**src/rtl/mini_core_mem_arb.sv**
```systemverilog
// Two-requester arbiter for the mini core memory port: core data path vs. external agent,
// with region decode onto I_MEM/D_MEM and a one-cycle read response return path.

package mini_core_mem_arb_pkg;

  typedef struct packed {
    logic [31:0] wr_data;
    logic [31:0] address;
    logic        wr_en;
    logic        rd_en;
    logic [3:0]  byte_en;
  } t_core2mem_req;

endpackage

module mini_core_mem_arb
  import mini_core_mem_arb_pkg::*;
#(
  parameter int unsigned LOCK_MAX    = 8,
  parameter int unsigned I_MEM_FLOOR = 32'h0_0000,
  parameter int unsigned I_MEM_ROOF  = 32'h0_FFFF,
  parameter int unsigned D_MEM_FLOOR = 32'h1_0000,
  parameter int unsigned D_MEM_ROOF  = 32'h1_FFFF
) (
  input  logic          clk,
  input  logic          rst_n,
  input  t_core2mem_req core_req,
  output logic          core_req_ready,
  output logic          core_rsp_valid,
  output logic [31:0]   core_rsp_data,
  output logic          core_rsp_err,
  input  t_core2mem_req ext_req,
  input  logic          ext_lock,
  output logic          ext_req_ready,
  output logic          ext_rsp_valid,
  output logic [31:0]   ext_rsp_data,
  output logic          ext_rsp_err,
  output t_core2mem_req mem_req,
  output logic          mem_sel_imem,
  output logic          mem_sel_dmem,
  input  logic [31:0]   mem_rd_data
);

  localparam int unsigned CNT_W    = $clog2(LOCK_MAX + 1);
  localparam int unsigned REGION_W = 18;

  localparam logic [1:0] RR_CORE_PRI = 2'd0;
  localparam logic [1:0] RR_EXT_PRI  = 2'd1;
  localparam logic [1:0] EXT_LOCKED  = 2'd2;

  logic [1:0]          state;
  logic [1:0]          state_nxt;
  logic [CNT_W-1:0]    lock_cnt;
  logic [CNT_W-1:0]    lock_cnt_nxt;
  logic [CNT_W-1:0]    cnt_inc;
  logic                core_vld;
  logic                ext_vld;
  logic                gnt_core;
  logic                gnt_ext;
  logic                any_gnt;
  t_core2mem_req       gnt_req;
  logic [REGION_W-1:0] off_i;
  logic [REGION_W-1:0] off_d;
  logic                addr_hi_zero;
  logic                in_imem;
  logic                in_dmem;
  logic                mapped;
  logic                gnt_read;
  logic                rsp_vld_q;
  logic                rsp_ext_q;
  logic                rsp_err_q;

  assign core_vld = core_req.wr_en | core_req.rd_en;
  assign ext_vld  = ext_req.wr_en | ext_req.rd_en;

  // Arbitration state register
  always_ff @(posedge clk or negedge rst_n) begin
    if (!rst_n) begin
      state    <= RR_CORE_PRI;
      lock_cnt <= '0;
    end else begin
      state    <= state_nxt;
      lock_cnt <= lock_cnt_nxt;
    end
  end

  // Grant and next state; grants are held off while reset is asserted so outputs read 0
  always_comb begin
    state_nxt    = state;
    lock_cnt_nxt = lock_cnt;
    gnt_core     = 1'b0;
    gnt_ext      = 1'b0;
    cnt_inc      = (state == EXT_LOCKED) ? lock_cnt + CNT_W'(1) : CNT_W'(1);

    if (rst_n) begin
      case (state)
        RR_CORE_PRI: begin
          gnt_core = core_vld;
          gnt_ext  = ext_vld & ~core_vld;
        end
        RR_EXT_PRI, EXT_LOCKED: begin
          gnt_ext  = ext_vld;
          gnt_core = core_vld & ~ext_vld;
        end
        default: begin
          state_nxt    = RR_CORE_PRI;
          lock_cnt_nxt = '0;
        end
      endcase
    end

    // A locked ext burst ends when the lock drops or the run reaches LOCK_MAX
    if (gnt_ext) begin
      if (ext_lock && (cnt_inc < CNT_W'(LOCK_MAX))) begin
        state_nxt    = EXT_LOCKED;
        lock_cnt_nxt = cnt_inc;
      end else begin
        state_nxt    = RR_CORE_PRI;
        lock_cnt_nxt = '0;
      end
    end else if (gnt_core && (state != EXT_LOCKED)) begin
      state_nxt = RR_EXT_PRI;
    end
  end

  assign core_req_ready = gnt_core;
  assign ext_req_ready  = gnt_ext;
  assign any_gnt        = gnt_core | gnt_ext;

  // Region decode and forwarding of the granted request
  always_comb begin
    gnt_req      = gnt_ext ? ext_req : (gnt_core ? core_req : '0);
    addr_hi_zero = (gnt_req.address[31:REGION_W] == '0);
    off_i        = gnt_req.address[REGION_W-1:0] - REGION_W'(I_MEM_FLOOR);
    off_d        = gnt_req.address[REGION_W-1:0] - REGION_W'(D_MEM_FLOOR);
    in_imem      = addr_hi_zero & (off_i <= REGION_W'(I_MEM_ROOF - I_MEM_FLOOR));
    in_dmem      = addr_hi_zero & (off_d <= REGION_W'(D_MEM_ROOF - D_MEM_FLOOR));
    mapped       = in_imem | in_dmem;
    mem_sel_imem = any_gnt & in_imem;
    mem_sel_dmem = any_gnt & in_dmem & ~in_imem;
    gnt_read     = any_gnt & gnt_req.rd_en & ~gnt_req.wr_en;

    mem_req = gnt_req;
    if (!mapped) begin
      mem_req.wr_en = 1'b0;
      mem_req.rd_en = 1'b0;
    end else if (gnt_req.wr_en) begin
      mem_req.rd_en = 1'b0;
    end
  end

  // Read response pipe: owner, valid and error one cycle behind the grant
  always_ff @(posedge clk or negedge rst_n) begin
    if (!rst_n) begin
      rsp_vld_q <= 1'b0;
      rsp_ext_q <= 1'b0;
      rsp_err_q <= 1'b0;
    end else begin
      rsp_vld_q <= gnt_read;
      rsp_ext_q <= gnt_ext;
      rsp_err_q <= ~mapped;
    end
  end

  assign core_rsp_valid = rsp_vld_q & ~rsp_ext_q;
  assign core_rsp_err   = core_rsp_valid & rsp_err_q;
  assign core_rsp_data  = (core_rsp_valid & ~rsp_err_q) ? mem_rd_data : '0;

  assign ext_rsp_valid  = rsp_vld_q & rsp_ext_q;
  assign ext_rsp_err    = ext_rsp_valid & rsp_err_q;
  assign ext_rsp_data   = (ext_rsp_valid & ~rsp_err_q) ? mem_rd_data : '0;

endmodule
```
**config.mk**
```make
export PLATFORM = sky130hd
export DESIGN_NAME = mini_core_mem_arb
export DESIGN_NICKNAME = d
export VERILOG_FILES = /design/src/rtl/mini_core_mem_arb.sv
export SDC_FILE = /design/constraint.sdc
export NUM_CORES = 1
export LEC_CHECK = 0
export ABC_AREA = 1
export CAP_MARGIN = 20
export CORE_AREA = 4 4 121 123
export CTS_CLUSTER_DIAMETER = 30
export DETAILED_ROUTE_END_ITERATION = 8
export DIE_AREA = 0 0 125 127
export HOLD_SLACK_MARGIN = 0.08
export SYNTH_ARGS = -nofsm -noshare
export SYNTH_HDL_FRONTEND = slang
export SYNTH_SLANG_ARGS = --single-unit
```
**constraint.sdc**
```tcl
create_clock -name clk -period 6.2 [get_ports clk]
set_clock_uncertainty 0.1 [all_clocks]
set_input_delay 0.93 -clock clk [delete_from_list [all_inputs] [get_ports clk]]
set_output_delay 0.93 -clock clk [all_outputs]
set_load 0.01 [all_outputs]
```
==> run_results.csv <==
group,metric,value,unit
synth,ys_seq_area_frac,0.105,
placed_design,dpl_worst_slack,1.07,ns
critical_path,slowest_stage,"clkdlybuf4s50_1",
power,p_leak,2.66,nW
critical_path,reg2reg_setup_slack,3.42,ns
floorplanning,rows,43,
clock_network,hold_buffers,0,
flow_run,maxCapViolCount,0,
synth,syn_nets,630,
critical_path,critPathArrivalTime,4.06,ns
grt,grt_use_total,0.155,
synth,yosys_warnings,0,
critical_path,path_class,"input port to output pin",
grt,antenna_found_initial,0,
finish,fin_nets,927,
route,first_iter_violations,164,
timing,tightest_slew,1.07,ns
grt,gr-total-overflow,0,
clock_network,cts_sinks,9,
critical_path,reg2reg_to,"rsp_vld_q",
synth,synthCells,451,
timing,min_period_over_period,0.821,
floorplanning,start_util,0.157,
critical_path,crit_top_cell,"nand2_1",
critical_path,crit_fanout,39,
min_path,min_from,"lock_cnt[3]",
critical_path,crit_chain,"clkdlybuf4s50_1 > nand2_1 > nor2_1 > buf_4 > nand2_1 > inv_2 > buf_4 > nand2_1 > nand2_1 > o21ai_1 > nor3_2 > clkdlybuf4s50_1",
critical_path,reg2reg_depth,12,
floorplanning,core-area,13700,sq um
floorplanning,die_h,127,um
route,ant_nets,0,
clock_network,insertion_delay,0.23,ns
min_path,worst_hold_path.endpoint,"lock_cnt[3]",
grt,grt_max_degree,53,
synth,syn-cell-area,2150,sq um
timing,hold_viol,0,
clock_network,cts_tree,"done",
clock_network,clockRootBuffer,"clkbuf_16",
critical_path,critPathRequiredTime,5.17,ns
power,ir_worst_vdd,0.154,mV
clock_network,clock_path_buffers,2,
floorplanning,dieArea,15900,sq um
timing,layout_setup_ws,1.11,ns
timing,rsz0062_at_grt,"no",
route,vias,3744,
finish,final_util,0.403,
synth,synth_seq_cells,9,
timing,fmaxAchievable,0.196,GHz
floorplanning,die_x,125,um
min_path,hold_class,"flop to flop",
floorplanning,pin_count,317,
min_path,whs_path_depth,2,
route,viasPerCell,4.04,
timing,max_slew_margin,0.284,
power,power_per_cell_area,256,nW/um^2
critical_path,r2r-start,"state[1]",
placed_design,hpwl,11700,um
finish,fillers,1505,
placed_design,place.port_buffers,316,
finish,antenna_cells,0,
placed_design,dp.cells,923,
finish,area_delta_synth_final,156,%
grt,grt_pass1_vias,3646,
clock_network,clkSlewWorstSetupHoldPaths,0.04,ns
route,drc,0,
clock_network,cts_resized,0,
critical_path,end_kind,"output pin",
clock_network,numCtsBuffers,3,
route,drt_wl_total,13900,um
synth,syn_avg_cell_area,4.76,sq um
finish,drive_gt1_frac,0.0335,
outcome,outcome,"finished clean",
timing,finalMaxSlewViolations,0,
placed_design,routabilityCongestion,0.866,
timing,setup_viol,0,
timing,whs,0.422,ns
finish,final_cells,927,
clock_network,htree_levels,1,
clock_network,post_cts.repair.setup_buffers,0,
grt,grt_pass1_wl,20100,um
timing,min_period,5.09,ns
route,wire_per_inst,15.0,um
timing,tns,0,ns
critical_path,slowest_delay,0.75,ns
synth,synth_cell_types,28,
critical_path,critPathLaunchType,"input port",
route,firstDrtPassIters,4,
==> critical path, delay by kind of cell <==
| family | cells | cell delay (ns) |
|---|---|---|
| AND/OR/NAND/NOR | 6 | 0.73 |
| AO/OA/AOI/OAI | 1 | 0.09 |
| buffers and inverters | 5 | 2.26 |
==> cell usage after synthesis <==
cell,n,area (sq um)
o22ai_1,2,12.5
nor2_1,74,278
or2_1,1,6.26
or2_0,2,12.5
clkbuf_1,7,26.3
ha_1,4,50.1
o21ai_2,1,8.76
inv_2,2,7.51
o21ai_0,2,10.0
buf_6,3,33.8
or2_2,1,6.26
xor2_1,1,8.76
nand2_1,165,619
nand3b_1,1,7.51
a21oi_1,2,10.0
buf_1,3,11.3
nor2_2,3,18.8
nor3_2,4,40.0
nand2_2,3,18.8
nand3_2,1,10.0
dfrtp_1,9,225
a22o_1,1,8.76
o21ai_1,7,35.0
inv_1,66,248
nand3_1,67,335
buf_2,16,80.1
nor3_1,1,5.00
nand4_1,2,12.5
==> layout by cell type, fill, tap and decap left out, types with 4 or more instances in the layout <==
cell type	Yosys	routed
buf_4	0	5
clkdlybuf4s50_1	0	316
dfrtp_1	9	9
ha_1	4	4
inv_1	66	65
nand2_1	165	164
nand2_2	3	4
nand3_1	67	67
nor2_1	74	74
nor3_2	4	4
o21ai_1	7	7
==> metal layers <==
metal,part of all wire,track usage,up-vias
met2,0.51,0.296,201
li1,-,-,1949
met1,0.40,0.182,1588
met4,0.0097,0.0210,0
met5,0,0,-
met3,0.082,0.0339,6
==> cells by family (layout without fill, tap and decap cells) <==
kind of cell               count (synthesis)  after routing  synth area share
buffers and inverters                     97            393             0.190
xor gates and xnor gates                   1              1           0.00408
AOI/OAI and AO/OA                         15             15            0.0396
and+or+nand+nor                          325            325             0.638
DFF                                        9              9             0.105
adders and majority gates                  4              4            0.0233
==> power by group <==
group | total [mW] | internal (mW) | switching, mW
sequential | 0.103 | 0.0820 | 0.0206
clock | 0.112 | 0.0858 | 0.0260
combinational | 1.19 | 0.563 | 0.630
total | 1.41 | 0.731 | 0.677
==> registers in the layout, indices dropped and copies added, names as in the netlist <==
signal     flops
lock_cnt       4
state          2
rsp_err_q      1
rsp_ext_q      1
rsp_vld_q      1
==> final cells by class <==
type,instances,area [sq um],area share
Timing Repair Buffer,321,3200,0.582
Multi-Input combinational cell,345,1520,0.276
Inverter,68,255,0.0464
Sequential cell,9,225,0.0409
Tap cell,180,225,0.0409
Clock buffer,4,78.8,0.0143
==> worst max-delay path by stage <==
stage / cells after the start / from / endpoint
finish: 12 / rst_n / mem_req[5]
global route: 12 / rst_n / mem_req[5]
CTS: 12 / rst_n / mem_req[5]
detailed placement: 12 / rst_n / mem_req[5]
global placement: 12 / rst_n / mem_req[5]
floorplan: 11 / core_req[4] / mem_req[4]
==> through the flow <==
stage	instance area, sq um	power [mW]
global placement	5420	1.31
global route	5500	1.52
floorplan	2150	0.693
CTS	5500	1.43
detailed placement	5420	1.30
finish	5500	1.41
No activity file was read; power rests on OpenSTA's default activity.
